**config.mk**
```make
export PLATFORM = sky130hd
export DESIGN_NAME = bit_place_assembler
export DESIGN_NICKNAME = d
export VERILOG_FILES = /design/src/rtl/bit_sparsity_pkg.sv /design/src/rtl/assembler_value_fifo.sv /design/src/rtl/bit_place_assembler.sv
export SDC_FILE = /design/constraint.sdc
export NUM_CORES = 1
export LEC_CHECK = 0
export ABC_CLOCK_PERIOD_IN_PS = 3300
export CORE_MARGIN = 2
export CORE_UTILIZATION = 30
export DETAILED_ROUTE_END_ITERATION = 10
export GPL_TIMING_DRIVEN = 1
export PLACE_DENSITY = 0.55
export SETUP_SLACK_MARGIN = 0.5
export SYNTH_ARGS = -nofsm -noshare
export SYNTH_HDL_FRONTEND = slang
export SYNTH_SLANG_ARGS = --single-unit
```
**constraint.sdc**
```tcl
create_clock -name CLK -period 3.3 [get_ports CLK]
set_input_delay 0.66 -clock CLK [delete_from_list [all_inputs] [get_ports CLK]]
set_output_delay 0.66 -clock CLK [all_outputs]
set_load 0.05 [all_outputs]
```
**src/rtl/bit_sparsity_pkg.sv**
```systemverilog
// ---------------------------------------------------------------------------
// bit_sparsity_pkg
// Shared types for the bit-sparse activation path. The bit converter splits
// an activation into the positions of its set bits ("bit places"). The
// assembler rebuilds the activation from those places. Both blocks use the
// types below so they agree on value and place widths.
//
// Contents:
//   ACT_WIDTH    - activation width in bits (8)
//   act_value_t  - one activation value
//   bit_place_t  - index of one bit inside an activation (0..7)
//   asm_state_e  - assembler accumulation state
//   placeMask()  - one-hot value with only the given bit place set
// ---------------------------------------------------------------------------
package bit_sparsity_pkg;

   localparam int ACT_WIDTH = 8;

   typedef logic [ACT_WIDTH-1:0] act_value_t;
   typedef logic [2:0]           bit_place_t;

   // IDLE means the accumulator holds nothing.
   // ACCUM means a value is partly assembled.
   typedef enum logic {
      ASM_IDLE  = 1'b0,
      ASM_ACCUM = 1'b1
   } asm_state_e;

   // Turn a bit place into the value that has only that bit set.
   function automatic act_value_t placeMask(input bit_place_t place);
      placeMask = act_value_t'(1) << place;
   endfunction

endpackage

```
**src/rtl/assembler_value_fifo.sv**
```systemverilog
// ---------------------------------------------------------------------------
// assembler_value_fifo
// Small synchronous FIFO that buffers finished activation values on their
// way from the bit-place assembler to the consumer.
//
// Read and write pointers carry one extra wrap bit. When the address bits
// are equal, the wrap bit tells full apart from empty.
//
// Parameters:
//   DEPTH       - number of entries (power of two, at least 2)
// Ports:
//   clk_i       - clock, rising edge
//   rst_ni      - asynchronous active-low reset, empties the FIFO
//   push_i      - write pushData_i this cycle
//   pushData_i  - value to write
//   pop_i       - drop the head entry this cycle
//   popData_o   - head entry, reads as zero while the FIFO is empty
//   full_o      - all DEPTH entries are occupied
//   empty_o     - no entries are occupied
// ---------------------------------------------------------------------------
module assembler_value_fifo
   import bit_sparsity_pkg::*;
#(
   parameter int DEPTH = 4
) (
   input  logic       clk_i,
   input  logic       rst_ni,
   input  logic       push_i,
   input  act_value_t pushData_i,
   input  logic       pop_i,
   output act_value_t popData_o,
   output logic       full_o,
   output logic       empty_o
);

   localparam int AW = $clog2(DEPTH);

   logic [AW:0] wrPtr_q, wrPtr_d;
   logic [AW:0] rdPtr_q, rdPtr_d;
   act_value_t  mem_q [DEPTH];
   logic        wrEn;
   logic        rdEn;

   // A push into a full FIFO is allowed only when the head leaves in the
   // same cycle, because that frees the slot being written.
   // A pop from an empty FIFO is ignored.
   // With these guards, a bad request cannot corrupt the pointers.
   always_comb begin
      empty_o = (wrPtr_q == rdPtr_q);
      full_o  = (wrPtr_q[AW] != rdPtr_q[AW]) &&
                (wrPtr_q[AW-1:0] == rdPtr_q[AW-1:0]);
      rdEn    = pop_i && !empty_o;
      wrEn    = push_i && (!full_o || rdEn);
      wrPtr_d = wrPtr_q + {{AW{1'b0}}, wrEn};
      rdPtr_d = rdPtr_q + {{AW{1'b0}}, rdEn};
   end

   // Pointer registers.
   // They wrap naturally because the address part is exactly log2(DEPTH)
   // bits wide, and the extra top bit counts the laps.
   always_ff @(posedge clk_i or negedge rst_ni) begin
      if (!rst_ni) begin
         wrPtr_q <= '0;
         rdPtr_q <= '0;
      end else begin
         wrPtr_q <= wrPtr_d;
         rdPtr_q <= rdPtr_d;
      end
   end

   // Storage array.
   // It is not reset: the pointers alone decide which entries are live, and
   // an empty FIFO hides whatever the array still contains.
   always_ff @(posedge clk_i) begin
      if (wrEn) begin
         mem_q[wrPtr_q[AW-1:0]] <= pushData_i;
      end
   end

   // The head is forced to zero while empty.
   // This way the consumer never sees stale data, including right after reset.
   always_comb begin
      popData_o = empty_o ? '0 : mem_q[rdPtr_q[AW-1:0]];
   end

endmodule

```
**src/rtl/bit_place_assembler.sv**
```systemverilog
// ---------------------------------------------------------------------------
// bit_place_assembler
// Rebuilds 8-bit activation values from a stream of bit places.
// - Each beat names one set bit of the current value.
// - The final beat is flagged "last".
// - A value with no set bits arrives as a single "zero" beat.
// Finished values go into an output FIFO (assembler_value_fifo) and are
// handed to the consumer in arrival order with a valid/ready handshake.
//
// Optional feature, enabled by defining BIT_PLACE_DUP_CHECK_EN:
//   A sticky DupErrorOut flag. It rises when a beat repeats a bit place
//   that the value being assembled already holds.
//   Without the macro, DupErrorOut is tied low and no check logic exists.
//
// Parameters:
//   DEPTH            - output FIFO entries (power of two, at least 2)
// Ports:
//   CLK              - clock, rising edge
//   RSTN             - asynchronous active-low reset
//   BitPlaceIn       - bit position of one set bit of the current value
//   BitPlaceLastIn   - this beat completes the current value
//   BitPlaceZeroIn   - the value has no set bits (implies last)
//   BitPlaceValidIn  - a beat is offered
//   BitPlaceReadyOut - the assembler can take a beat this cycle
//   ValueOut         - head of the output FIFO
//   ValueValidOut    - the output FIFO is not empty
//   ValueReadyIn     - the consumer takes the head this cycle
//   DupErrorOut      - sticky duplicate-bit-place error
// ---------------------------------------------------------------------------
module bit_place_assembler
   import bit_sparsity_pkg::*;
#(
   parameter int DEPTH = 4
) (
   input  logic       CLK,
   input  logic       RSTN,
   input  bit_place_t BitPlaceIn,
   input  logic       BitPlaceLastIn,
   input  logic       BitPlaceZeroIn,
   input  logic       BitPlaceValidIn,
   output logic       BitPlaceReadyOut,
   output act_value_t ValueOut,
   output logic       ValueValidOut,
   input  logic       ValueReadyIn,
   output logic       DupErrorOut
);

   asm_state_e state_q;
   act_value_t acc_q;
   logic       readyEn_q;

   logic       fifoFull;
   logic       fifoEmpty;
   logic       fifoPush;
   logic       fifoPop;
   act_value_t fifoHead;

   logic       beatAccept;
   logic       valueDone;
   act_value_t newBit;
   act_value_t mergedValue;

   // Handshake and datapath decode.
   // - Ready looks only at FIFO state and the consumer's pop, never at
   //   BitPlaceValidIn, so no combinational loop forms with the producer.
   // - readyEn_q keeps ready low during reset and until the first clock
   //   edge after reset is released.
   // - A zero beat adds no bit, so the value it pushes is the accumulator
   //   as it stands. From IDLE that value is 8'h00.
   always_comb begin
      fifoPop          = !fifoEmpty && ValueReadyIn;
      BitPlaceReadyOut = readyEn_q && (!fifoFull || fifoPop);
      beatAccept       = BitPlaceValidIn && BitPlaceReadyOut;
      valueDone        = BitPlaceLastIn || BitPlaceZeroIn;
      newBit           = BitPlaceZeroIn ? '0 : placeMask(BitPlaceIn);
      mergedValue      = acc_q | newBit;
      fifoPush         = beatAccept && valueDone;
   end

   // Accumulation state machine.
   // - An accepted non-final beat folds its bit into the accumulator and
   //   moves to ACCUM.
   // - An accepted final or zero beat clears the accumulator and returns to
   //   IDLE. The finished value goes to the FIFO on the same edge.
   // - Reset throws away any partly built value.
   always_ff @(posedge CLK or negedge RSTN) begin
      if (!RSTN) begin
         state_q   <= ASM_IDLE;
         acc_q     <= '0;
         readyEn_q <= 1'b0;
      end else begin
         readyEn_q <= 1'b1;
         if (beatAccept) begin
            case (state_q)
               ASM_IDLE: begin
                  if (valueDone) begin
                     state_q <= ASM_IDLE;
                     acc_q   <= '0;
                  end else begin
                     state_q <= ASM_ACCUM;
                     acc_q   <= mergedValue;
                  end
               end
               ASM_ACCUM: begin
                  if (valueDone) begin
                     state_q <= ASM_IDLE;
                     acc_q   <= '0;
                  end else begin
                     state_q <= ASM_ACCUM;
                     acc_q   <= mergedValue;
                  end
               end
               default: begin
                  state_q <= ASM_IDLE;
                  acc_q   <= '0;
               end
            endcase
         end
      end
   end

   // Output buffering.
   // The finished value enters the FIFO on the accepting edge, so it is
   // visible at the output one cycle later.
   assembler_value_fifo #(
      .DEPTH (DEPTH)
   ) u_valueFifo (
      .clk_i      (CLK),
      .rst_ni     (RSTN),
      .push_i     (fifoPush),
      .pushData_i (mergedValue),
      .pop_i      (fifoPop),
      .popData_o  (fifoHead),
      .full_o     (fifoFull),
      .empty_o    (fifoEmpty)
   );

   always_comb begin
      ValueOut      = fifoHead;
      ValueValidOut = !fifoEmpty;
   end

`ifdef BIT_PLACE_DUP_CHECK_EN
   logic dupError_q;
   logic dupHit;

   // A duplicate is an accepted non-zero beat whose bit is already held in
   // the accumulator. The value is still built by OR, so only the flag
   // records the problem. Once set, the flag stays high until reset.
   always_comb begin
      dupHit = beatAccept && !BitPlaceZeroIn && (|(acc_q & newBit));
   end

   always_ff @(posedge CLK or negedge RSTN) begin
      if (!RSTN) begin
         dupError_q <= 1'b0;
      end else if (dupHit) begin
         dupError_q <= 1'b1;
      end
   end

   assign DupErrorOut = dupError_q;
`else
   assign DupErrorOut = 1'b0;
`endif

endmodule

```
Word level (Yosys, flattened, before mapping)
Memories as Yosys holds them, arrays and structs flattened.
Index checks and enable logic that the tools add are counted.
{"block": "totals", "input_bits": 9, "mem_count": 1, "out_inout_bits": 11, "reg_bits": 15, "mem_bits_rw": 32}
{"memory": "u_valueFifo.mem_q", "depth": 4, "width": 8, "rd": 1, "rd_ports_with_merged_regs": 0, "wr": 1, "line": "assembler_value_fifo.sv:40", "text": "act_value_t mem_q [DEPTH];"}
{"block": "classes", "n_reduce_logical": 12, "n_addsub": 2, "n_eq_ne": 3, "shifts": 1, "bitwise_logic": 1, "muxes": 5}
{"cell": "$mux W8", "n": 3}
{"cell": "$or A8 B8 Y8", "n": 1}
{"cell": "$shl A1 B3 Y8 const A", "n": 1}
{"cell": "$logic_and A1 B1 Y1", "n": 7}
{"cell": "$add A3 B1 Y3", "n": 2}
{"cell": "$eq A3 B3 Y1", "n": 1}
{"cell": "$logic_or A1 B1 Y1", "n": 3}
{"cell": "$eq A2 B2 Y1", "n": 1}
{"cell": "$logic_not A1 Y1", "n": 2}
{"cell": "$mux W1", "n": 2}
{"cell": "$ne A1 B1 Y1", "n": 1}

Longest topological paths before layout
Gate-level depths: netlist (run 1).
{"block": "depth", "word_depth": 10, "mapped_depth": 9, "mapped_depth_nobuf": 7}

Cells and area by module
A second synthesis (run 1) with hierarchy kept.
{"block": "hier_totals", "cells_unflattened": 135, "hier_area_um2": 2213.4}
{"mod": "assembler_value_fifo", "cells_each": 75, "n_inst": 1, "seq_area_each_um2": 1111.1, "area_per_inst_um2": 1611.5}
{"mod": "bit_place_assembler", "cells_each": 60, "n_inst": 1, "seq_area_each_um2": 225.2, "area_per_inst_um2": 601.8}

Worst setup path after synthesis (run 1)
Ideal clock, no wire load.
{"block": "synth_timing", "path_type": "register to register", "from": "register u_valueFifo.rdPtr_q[0]", "to": "memory u_valueFifo.mem_q[0][0] (netlist name), enable pin", "period_less_slack_ns": 2.367, "t_arrival_ns": 1.972, "path_slack_ns": 0.933, "setup_ns": 0.395, "required_ns": 2.905, "path_stages_with_launch": 7, "cell_sequence": "dfrtp_1 buf_6 xor2_1 or4b_4 buf_6 nand2_1 nor4_1"}
{"block": "synth_between", "elab_chain_cells": 10, "elab_cells_between_ends": 15, "cone_classes": "2 x eq/ne; 2 x mux; 11 x reduce/logical"}
{"item": "from (decl)", "line": "assembler_value_fifo.sv:39", "text": "logic [AW:0] rdPtr_q, rdPtr_d;"}
{"item": "from (signal assigned)", "line": "assembler_value_fifo.sv:67", "text": "rdPtr_q <= rdPtr_d;"}
{"item": "$eq A3 B3 Y1 or $eq A2 B2 Y1 (tied branches)", "line": "assembler_value_fifo.sv:49, assembler_value_fifo.sv:51"}
{"item": "$logic_not A1 Y1 or $logic_and A1 B1 Y1 (tied branches)", "line": "assembler_value_fifo.sv:52, bit_place_assembler.sv:71, assembler_value_fifo.sv:50"}
{"item": "$logic_and A1 B1 Y1 or $logic_not A1 Y1 (tied branches)", "line": "bit_place_assembler.sv:71, assembler_value_fifo.sv:53, bit_place_assembler.sv:72"}
{"item": "$logic_or A1 B1 Y1", "line": "bit_place_assembler.sv:72", "text": "BitPlaceReadyOut = readyEn_q && (!fifoFull || fifoPop);"}
{"item": "$logic_and A1 B1 Y1", "line": "bit_place_assembler.sv:72"}
{"item": "$logic_and A1 B1 Y1", "line": "bit_place_assembler.sv:73", "text": "beatAccept = BitPlaceValidIn && BitPlaceReadyOut;"}
{"item": "$logic_and A1 B1 Y1", "line": "bit_place_assembler.sv:77", "text": "fifoPush = beatAccept && valueDone;"}
{"item": "$logic_and A1 B1 Y1 (*)", "line": "assembler_value_fifo.sv:53", "text": "wrEn = push_i && (!full_o || rdEn);"}
{"item": "$mux W1 (*)", "line": "assembler_value_fifo.sv:75", "text": "if (wrEn) begin"}
{"item": "$mux W1 (implied by the code) (*)", "line": "assembler_value_fifo.sv:76", "text": "mem_q[wrPtr_q[AW-1:0]] <= pushData_i;"}
{"item": "to (decl)", "line": "assembler_value_fifo.sv:40"}
Every way passes the cells marked *; elsewhere a longest branch is shown, timed or not.

Final worst setup path (run 1)
{"block": "layout_timing", "from": "input port ValueReadyIn", "to": "output port BitPlaceReadyOut"}
{"block": "layout_between", "elab_chain_cells": 3}
{"item": "from (decl)", "line": "bit_place_assembler.sv:44", "text": "input logic ValueReadyIn,"}
{"item": "$logic_and A1 B1 Y1", "line": "bit_place_assembler.sv:71", "text": "fifoPop = !fifoEmpty && ValueReadyIn;"}
{"item": "$logic_or A1 B1 Y1", "line": "bit_place_assembler.sv:72"}
{"item": "$logic_and A1 B1 Y1", "line": "bit_place_assembler.sv:72"}
{"item": "to (decl)", "line": "bit_place_assembler.sv:41", "text": "output logic BitPlaceReadyOut,"}
Every way passes these cells.

==> results of run 1 <==
==> registers in the layout, indices dropped and copies added (netlist names) <==
| name | flops |
|---|---|
| acc_q | 8 |
| readyEn_q | 1 |
| u_valueFifo.wrPtr_q | 3 |
| u_valueFifo.mem_q | 32 |
| u_valueFifo.rdPtr_q | 3 |
==> layout by cell type (no fill, tap or decap), types with 5 or more instances in the layout <==
master | netlist | routed
a21o_1 | 6 | 6
a22o_1 | 8 | 8
a31o_1 | 6 | 6
buf_4 | 1 | 19
clkbuf_8 | 0 | 5
clkdlybuf4s50_1 | 0 | 8
dfrtp_1 | 15 | 13
edfxtp_1 | 32 | 32
mux4_2 | 8 | 8
nor2b_1 | 11 | 11
xor2_1 | 5 | 5
==> how the worst min path moves through the flow <==
stage | startpoint | to | slack, ns | cells after the start
after floorplan | RSTN | acc_q[0] | 0.36 | 0
after global placement | u_valueFifo.wrPtr_q[2] | u_valueFifo.wrPtr_q[2] | 0.47 | 1
after detailed placement | u_valueFifo.rdPtr_q[2] | u_valueFifo.rdPtr_q[2] | 0.48 | 1
after CTS | u_valueFifo.wrPtr_q[2] | u_valueFifo.wrPtr_q[2] | 0.49 | 1
after global routing | u_valueFifo.rdPtr_q[2] | u_valueFifo.rdPtr_q[2] | 0.53 | 1
final | u_valueFifo.wrPtr_q[2] | u_valueFifo.wrPtr_q[2] | 0.48 | 1
==> timing repair <==
action / 4_1_cts / 5_1_grt
setup endpoints to repair: 1 / 1
pin swaps: 0 / 1
buffers inserted: 0 / 4
resized for setup: 3 / 1
==> power breakdown <==
part	total, uW	leakage, uW	internal (uW)	switching, uW
logic	1160	0.000445	459	703
registers	904	0.000486	815	88.9
clock network	485	0.0000654	303	182
total	2550	0.000996	1580	974
==> cell families after synthesis <==
logic type | after synthesis
buf+inv | 8
compound gates | 27
flops | 47
xor+xnor | 5
fa+ha+maj | 4
other cells | 2
simple gates | 23
mux | 8
==> worst max-delay path, stage by stage <==
cell	delay (ns)
clkdlybuf4s50_1	0.43
or4b_4	0.58
nand2_2	0.16
inv_1	0.05
buf_4	0.18
==> cells in the mapped netlist <==
cell type | instances | area [um2]
edfxtp_1 | 32 | 961
dfrtp_1 | 15 | 375
nor2b_1 | 11 | 68.8
a22o_1 | 8 | 70.1
mux4_2 | 8 | 180
a21o_1 | 6 | 45.0
a31o_1 | 6 | 52.6
xor2_1 | 5 | 43.8
ha_1 | 4 | 50.1
inv_1 | 4 | 15.0
nor2_1 | 4 | 15.0
buf_6 | 3 | 33.8
nor3_1 | 3 | 15.0
a31o_2 | 2 | 17.5
a41o_1 | 2 | 20.0
conb_1 | 2 | 7.51
nand2_1 | 2 | 7.51
nor4_1 | 2 | 12.5
buf_4 | 1 | 7.51
o211ai_1 | 1 | 7.51
o21ai_0 | 1 | 5.00
o31ai_2 | 1 | 12.5
or4b_4 | 1 | 13.8
==> final cells by class <==
class / count / share of cell area
Clock buffer: 6 / 0.0295
Clock inverter: 2 / 0.0244
Inverter: 4 / 0.00611
Multi-Input combinational cell: 69 / 0.263
Sequential cell: 47 / 0.546
Tap cell: 80 / 0.0407
Timing Repair Buffer: 27 / 0.0906
==> per-layer routing <==
metal,wire (um),track usage
met1,1740,0.139
met2,1770,0.173
met3,123,0.0324
met4,24,0.0355
met5,0,0
==> stage by stage <==
step | cell area (um2) | util | instances
finish | 2460 | 0.368 | 235
global route | 2460 | 0.368 | 235
CTS | 2430 | 0.363 | 231
detailed placement | 2290 | 0.343 | 223
global placement | 2290 | 0.343 | 223
floorplan | 2040 | - | 124
==> impl_metrics.env, run 1 <==
export IMPL_finalCriticalPeriod_ns=2.72
export IMPL_ant_nets=0
export IMPL_die_height_um=86.4
export IMPL_io_pins=20
export IMPL_synthToLayoutAreaGrowth_pct=20.7
export IMPL_synthDistinctLibCells=23
export IMPL_cts_tree="done"
export IMPL_synth_top_family_by_area="compound AO/OA/AOI/OAI gates"
export IMPL_wl_um=3650
export IMPL_coreArea_mm2=0.00668
export IMPL_multiInputGateArea_um2=647
export IMPL_synth_seq_cells=47
export IMPL_p_leak_uw=0.000996
export IMPL_avgSynthCellArea_um2=16.4
export IMPL_ff2ff_setup_slack_ns=1.14
export IMPL_avgViaCountPerCell=4.86
export IMPL_fin_crit_sh=0.823
export IMPL_reg2reg_to="u_valueFifo.wrPtr_q[2]"
export IMPL_final_max_slew_violation_count=0
export IMPL_syn_inst=124
export IMPL_cp_max_fo=10
export IMPL_crit_required_ns=2.64
export IMPL_remaining_drc_errors=0
export IMPL_clockBufferDepth=2
export IMPL_powerDensity_mw_per_mm2=1040
export IMPL_setup_viol=0
export IMPL_ctsHoldBuffers=0
export IMPL_clock_latency_ns=0.29
export IMPL_antenna_found_initial=0
export IMPL_die_w_um=86.4
export IMPL_r2r_cells=7
export IMPL_diodes=0
export IMPL_n_fill_cell=654
export IMPL_syn_nets=137
export IMPL_cts_clk_slew_worst_paths_ns=0.08
export IMPL_gr_total_overflow=0
export IMPL_layout_drive_gt1_share=0.265
export IMPL_place_detailed_hpwl_um=2450
export IMPL_pre_cts_slack_ns=0.487
export IMPL_syn_area_mm2=0.00204
export IMPL_worstSetupEndpoint="BitPlaceReadyOut"
export IMPL_grt_first_pass_wirelength_um=6010
export IMPL_drt_pass1_iterations=5
export IMPL_avgRoutedWirePerCell_um=15.5
export IMPL_crit_path_start="ValueReadyIn"
export IMPL_maxCapViolCount=0
export IMPL_min_path_type="reg -> reg"
export IMPL_routabilityCongestion=0.748
export IMPL_ir_drop_v=0.000285
export IMPL_portBuffers=18
export IMPL_seq_area_frac_synth=0.656
export IMPL_track_usage=0.107
export IMPL_start_util=0.305
export IMPL_drt_iter0_drc=70
export IMPL_synthAdderAreaFrac=0.0246
export IMPL_cts_root_buf="clkbuf_8"
export IMPL_cts_buffers_inserted=5
export IMPL_cp_end_kind="output pin"
export IMPL_rsz0062_at_grt="no"
export IMPL_start_kind="primary input"
export IMPL_tightest_slew_ns=0.666
export IMPL_seq_area_mm2=0.00134
export IMPL_relSlewSlack=0.555
export IMPL_h_tree_depth=2
export IMPL_synth_simple_area_share=0.0651
export IMPL_yosys_warnings=0
export IMPL_status="completed"
export IMPL_critPathKind="in -> out"
export IMPL_worstReg2RegStart="u_valueFifo.rdPtr_q[0]"
export IMPL_synthMuxAreaShare=0.0885
export IMPL_vias=1141
export IMPL_fin_ws_ns=0.583
export IMPL_hold_ws_ns=0.484
export IMPL_timing_hold_violations_final=0
export IMPL_die_area_mm2=0.00746
export IMPL_fin_skew_ns=0.00313
export IMPL_synth_compound_area_frac=0.113
export IMPL_synthXorXnorAreaFrac=0.0215
export IMPL_power_uw=2550
export IMPL_std_cell_rows=30
export IMPL_fmax_ghz=0.368
export IMPL_grt_max_degree=16
export IMPL_clock_sinks=47
export IMPL_nNetsFinal=167
export IMPL_finalSetupTns_ns=0
export IMPL_critical_path_arrival_ns=2.06
export IMPL_grt_pass1_vias=1164
No activity file was read; power rests on OpenSTA's default activity.
==> inputs of run 2 (changes only) <==
--- a/config.mk
+++ b/config.mk
@@ -5,7 +5,7 @@
 export SDC_FILE = /design/constraint.sdc
 export NUM_CORES = 1
 export LEC_CHECK = 0
-export ABC_CLOCK_PERIOD_IN_PS = 3300
+export ABC_CLOCK_PERIOD_IN_PS = 2800
 export CORE_MARGIN = 2
 export CORE_UTILIZATION = 30
 export DETAILED_ROUTE_END_ITERATION = 10
==> constraint.sdc (replaced) <==
create_clock -name CLK -period 2.8 [get_ports CLK]
set_input_delay 0.56 -clock CLK [delete_from_list [all_inputs] [get_ports CLK]]
set_output_delay 0.56 -clock CLK [all_outputs]
set_load 0.05 [all_outputs]
==> run 2 against run 1 <==
  * Sequential power up 18%
  * Register-to-register slack worse by 0.38 ns
  * Total power up 22%
  * Sequential cell count unchanged
  * Die area unchanged
  * Clock skew about the same
  * Worst hold slack better by 0.0061 ns
  * Largest cell class unchanged
  * First-iteration DRC count up 8.6%
  * Count of clock-buffer cells in the layout up 1
  * Design area up 3.2%
  * Utilization up 1.2 points
  * Non-clock buffer count up 4
==> impl_metrics.env, run 2 (synthesis gave the netlist of run 1 again) <==
export IMPL_ctsHoldBuffers=0
export IMPL_powerDensity_mw_per_mm2=1230
export IMPL_vias=1189
export IMPL_critical_path_arrival_ns=1.71
export IMPL_critPathKind="reg -> out"
export IMPL_fin_crit_sh=0.811
export IMPL_largest_register_ffs=32
export IMPL_fin_cells=239
export IMPL_h_tree_depth=2
export IMPL_status="completed"
export IMPL_diodes=0
export IMPL_start_util=0.305
export IMPL_remaining_drc_errors=0
export IMPL_nNetsFinal=171
export IMPL_holdPathStages=1
export IMPL_r2r_cells=8
export IMPL_clockBufferDepth=2
export IMPL_avgRoutedWirePerCell_um=16.7
export IMPL_fin_ws_ns=0.528
export IMPL_portBuffers=18
export IMPL_min_path_type="reg -> reg"
export IMPL_ant_nets=0
export IMPL_pre_cts_slack_ns=0.284
export IMPL_cts_buffers_inserted=5
export IMPL_routabilityCongestion=0.711
export IMPL_n_fill_cell=645
export IMPL_cts_root_buf="clkbuf_8"
export IMPL_io_pins=20
export IMPL_avgViaCountPerCell=4.97
export IMPL_coreArea_mm2=0.00668
export IMPL_grt_max_degree=16
export IMPL_wl_um=3980
export IMPL_rsz0062_at_grt="yes"
export IMPL_fin_skew_ns=0.00318
export IMPL_gr_total_overflow=0
export IMPL_die_area_mm2=0.00746
export IMPL_synthToLayoutAreaGrowth_pct=24.5
export IMPL_cts_clk_slew_worst_paths_ns=0.08
export IMPL_finalSetupTns_ns=0
export IMPL_crit_required_ns=2.24
export IMPL_track_usage=0.110
export IMPL_die_height_um=86.4
export IMPL_tightest_slew_ns=0.723
export IMPL_final_common_cell="edfxtp_1"
export IMPL_antenna_found_initial=0
export IMPL_relSlewSlack=0.517
export IMPL_final_cell_mix="edfxtp_1, dfrtp_1, buf_4"
export IMPL_setup_viol=0
export IMPL_p_leak_uw=0.00103
export IMPL_layout_drive_gt1_share=0.289
export IMPL_std_cell_rows=30
export IMPL_fmax_ghz=0.440
export IMPL_start_kind="flop"
export IMPL_clock_latency_ns=0.29
export IMPL_timing_hold_violations_final=0
export IMPL_place_detailed_hpwl_um=2560
export IMPL_maxCapViolCount=0
export IMPL_placed_cells=225
export IMPL_fin_util=0.380
export IMPL_die_w_um=86.4
export IMPL_grt_pass1_vias=1230
export IMPL_final_max_slew_violation_count=0
export IMPL_cp_end_kind="output pin"
export IMPL_ff2ff_setup_slack_ns=0.76
export IMPL_clock_sinks=47
export IMPL_drt_pass1_iterations=6
export IMPL_finalCriticalPeriod_ns=2.27
export IMPL_grt_first_pass_wirelength_um=6170
export IMPL_ir_drop_v=0.000370
export IMPL_drt_iter0_drc=76
export IMPL_cts_tree="done"
export IMPL_cp_max_fo=3
## run 2: path summary, 6_finish.rpt
kind	startpoint	endpoint
max	u_valueFifo.rdPtr_q[0]	BitPlaceReadyOut
max reg2reg	u_valueFifo.rdPtr_q[0]	u_valueFifo.wrPtr_q[2]
min	u_valueFifo.wrPtr_q[2]	u_valueFifo.wrPtr_q[2]
min in group asynchronous	RSTN	u_valueFifo.wrPtr_q[2]
max in group asynchronous	RSTN	u_valueFifo.rdPtr_q[0]
min reg2reg	u_valueFifo.wrPtr_q[2]	u_valueFifo.wrPtr_q[2]
## run 2: layout make-up
| cell class | count | area, um2 | area share |
|---|---|---|---|
| clock inverter | 1 | 30.0 | 0.0118 |
| tap | 80 | 100 | 0.0395 |
| sequential | 47 | 1340 | 0.528 |
| clock buffer | 7 | 76.3 | 0.0301 |
| multi-input combinational | 69 | 659 | 0.260 |
| timing repair buffer | 31 | 315 | 0.124 |
| inverter | 4 | 15.0 | 0.00592 |
## run 2: layer usage
metal / vias to the layer above / track usage / wire (um)
li1: 550 / - / -
met1: 604 / 0.134 / 1690
met2: 31 / 0.178 / 2100
met3: 4 / 0.0343 / 153
met4: 0 / 0.0511 / 41
met5: - / 0 / 0
## run 2: per-stage QoR
step           hold WS, ns  cell area, um2  total power, uW
5_1_grt              0.507            2540             3280
4_1_cts              0.497            2450             2970
6_report             0.490            2540             3110
3_5_place_dp         0.482            2300             2450
3_3_place_gp         0.474            2300             2410
2_1_floorplan        0.264            2040             2070
## run 2: worst max-delay path: stages (launching register included)
cell,delay [ns]
dfrtp_2,0.47
xor2_2,0.17
or4b_4,0.51
nand2_4,0.08
inv_1,0.05
buf_6,0.14
## run 2: power by group
group | internal [uW] | switching (uW) | total [uW]
Clock | 267 | 212 | 479
Sequential | 959 | 111 | 1070
Combinational | 681 | 883 | 1560
Total | 1910 | 1210 | 3110
## run 2: timing repair
| action | in CTS | in global routing |
|---|---|---|
| pin swaps | 2 | 2 |
| cloned | 0 | 1 |
| endpoints found under the hold margin | 0 | 0 |
| buffers inserted | 3 | 2 |
| resized for setup | 7 | 12 |
| endpoints found under the setup margin | 10 | 9 |
==> inputs of run 3 (changes only) <==
--- a/config.mk
+++ b/config.mk
@@ -5,12 +5,12 @@
 export SDC_FILE = /design/constraint.sdc
 export NUM_CORES = 1
 export LEC_CHECK = 0
-export ABC_CLOCK_PERIOD_IN_PS = 2800
+export ABC_CLOCK_PERIOD_IN_PS = 1840
 export CORE_MARGIN = 2
 export CORE_UTILIZATION = 30
 export DETAILED_ROUTE_END_ITERATION = 10
 export GPL_TIMING_DRIVEN = 1
-export PLACE_DENSITY = 0.55
+export PLACE_DENSITY = 0.57
 export SETUP_SLACK_MARGIN = 0.5
 export SYNTH_ARGS = -nofsm -noshare
 export SYNTH_HDL_FRONTEND = slang
==> constraint.sdc (replaced) <==
create_clock -name CLK -period 1.84 [get_ports CLK]
set_input_delay 0.368 -clock CLK [delete_from_list [all_inputs] [get_ports CLK]]
set_output_delay 0.368 -clock CLK [all_outputs]
set_load 0.05 [all_outputs]
==> run 3 against run 2 <==
  * The run now ends with negative setup slack left
  * Sequential share of layout area down 7.3 points
  * Wire length up 11%
  * Cell count up 10%
  * Critical endpoint unchanged
  * Register-to-register slack worse by 1.1 ns
  * Critical path type unchanged
  * Design area up 16%
==> impl_metrics.env, run 3 (synthesis gave the netlist of run 1 again) <==
export IMPL_status="complete, but fails checks"
export IMPL_violations="negative setup slack"
export IMPL_placed_cells=235
export IMPL_synthToLayoutAreaGrowth_pct=44.2
export IMPL_place_detailed_hpwl_um=2800
export IMPL_critical_path_arrival_ns=1.83
export IMPL_drt_pass1_iterations=4
export IMPL_grt_pass1_vias=1284
export IMPL_min_path_type="in -> async"
export IMPL_portBuffers=18
export IMPL_layout_drive_gt1_share=0.475
export IMPL_p_leak_uw=0.00124
export IMPL_fmax_ghz=0.455
export IMPL_clock_latency_ns=0.30
export IMPL_grt_first_pass_wirelength_um=6750
export IMPL_path_buf_inv=3
export IMPL_n_fill_cell=618
export IMPL_drt_iter0_drc=116
export IMPL_cts_buffers_inserted=5
export IMPL_crit_slowest_cell="or4b_4"
export IMPL_diodes=0
export IMPL_std_cell_rows=30
export IMPL_start_util=0.305
export IMPL_coreArea_mm2=0.00668
export IMPL_largest_register_ffs=32
export IMPL_fin_crit_sh=1.19
export IMPL_crit_required_ns=1.47
export IMPL_io_pins=20
export IMPL_final_common_cell="edfxtp_1"
export IMPL_powerDensity_mw_per_mm2=1810
export IMPL_die_area_mm2=0.00746
export IMPL_clock_sinks=47
export IMPL_avgRoutedWirePerCell_um=16.8
export IMPL_gr_total_overflow=0
export IMPL_final_cell_mix="edfxtp_1, buf_6, buf_4"
export IMPL_cp_end_kind="output pin"
export IMPL_finalInstanceArea_mm2=0.00294
export IMPL_ir_drop_v=0.000662
export IMPL_multiInputGateArea_um2=800
export IMPL_cts_clk_slew_worst_paths_ns=0.09
export IMPL_ant_nets=0
export IMPL_vias=1258
export IMPL_remaining_drc_errors=0
export IMPL_setup_viol=53
export IMPL_fin_ws_ns=-0.359
export IMPL_cpPeakStageDelay_ns=0.55
export IMPL_routabilityCongestion=0.841
export IMPL_track_usage=0.122
export IMPL_nNetsFinal=195
export IMPL_clockBufferDepth=2
export IMPL_finalCriticalPeriod_ns=2.20
export IMPL_start_kind="flop"
export IMPL_timing_hold_violations_final=0
export IMPL_cp_max_fo=2
export IMPL_die_height_um=86.4
export IMPL_dpl_cell_area_mm2=0.00243
export IMPL_antenna_found_initial=0
export IMPL_pre_cts_slack_ns=-0.478
export IMPL_critPathKind="reg -> out"
export IMPL_h_tree_depth=2
export IMPL_die_w_um=86.4
export IMPL_cts_tree="done"
export IMPL_fin_skew_ns=0.0110
export IMPL_cts_root_buf="clkbuf_8"
export IMPL_wl_um=4410
export IMPL_final_max_slew_violation_count=0
export IMPL_grt_max_degree=16
export IMPL_maxCapViolCount=0
export IMPL_fin_cells=263
export IMPL_rsz0062_at_grt="yes"
export IMPL_seq_area_mm2=0.00134
export IMPL_critPathTopFamily="simple AND/OR/NAND/NOR gates"
export IMPL_power_uw=5320
export IMPL_cp_cell_sequence="xor2_1, or4b_4, nand2_4, buf_6, inv_2, buf_6"
export IMPL_crit_path_frequent_cell="buf_6"
export IMPL_avgViaCountPerCell=4.78
-- run 3: cell types whose count changed in the layout (fill, tap and decap cells not counted), sizes merged --
cell / before / now
clkdlybuf4s50: 7 / 5
dlygate4sd2: 1 / 0
clkbuf: 8 / 6
clkinv: 0 / 2
buf: 22 / 46
dlymetal6s2s: 0 / 3
-- run 3: worst paths after layout --
| check | end | slack, ns | startpoint | cells past startpoint |
|---|---|---|---|---|
| max in group asynchronous | u_valueFifo.rdPtr_q[0] | 1.26 | RSTN | 2 |
| min in group CLK | u_valueFifo.rdPtr_q[2] | 0.51 | u_valueFifo.rdPtr_q[2] | 1 |
| worst min-delay path | u_valueFifo.wrPtr_q[2] | 0.38 | RSTN | 2 |
| worst max register to register | u_valueFifo.mem_q[2][2] | -0.35 | u_valueFifo.wrPtr_q[1] | 10 |
| worst max-delay path | BitPlaceReadyOut | -0.36 | u_valueFifo.wrPtr_q[1] | 6 |
| worst min register to register | u_valueFifo.rdPtr_q[2] | 0.51 | u_valueFifo.rdPtr_q[2] | 1 |
-- run 3: timing repair --
item / in CTS / in global routing
buffers inserted: 10 / 8
pin swaps: 9 / 4
hold buffers: 0 / 0
resized for setup: 24 / 35
setup endpoints to repair: 79 / 88
cloned: 1 / 1
-- run 3: area by class of cell --
cell class                      count  area share
Multi-Input combinational cell     69       0.272
Sequential cell                    47       0.455
Clock inverter                      3      0.0132
Inverter                            4     0.00511
Timing Repair Buffer               55       0.196
Clock buffer                        5      0.0234
Tap cell                           80      0.0341
-- run 3: metal layers --
layer / track usage / wire (um) / vias up
li1: - / - / 598
met5: 0 / 0 / -
met1: 0.154 / 1780 / 627
met2: 0.203 / 2380 / 25
met3: 0.0276 / 176 / 8
met4: 0.0511 / 63 / 0
-- run 3: worst register-to-register path, stage by stage, from the launching register on --
cell and delay [ns]:
dfrtp_1 0.42, xor2_1 0.22, or4b_4 0.19, nand2_4 0.06, buf_4 0.14, buf_6 0.11, buf_6 0.11, buf_6 0.11
buf_4 0.13, nor4_4 0.24, buf_6 0.18
-- run 3: through the flow --
step           utilization  hold WS (ns)  setup TNS (ns)
2_1_floorplan            -        0.0724           -7.12
3_3_place_gp         0.364         0.487          -11.81
3_5_place_dp         0.364         0.494          -13.42
4_1_cts              0.406         0.387           -7.04
5_1_grt              0.440         0.383          -18.03
6_report             0.440         0.377          -14.95
-- run 3: power by group --
part           leakage, uW  switching [uW]  internal, uW
Combinational     0.000696            1570          1400
Sequential        0.000487             158          1460
Clock            0.0000556             339           398
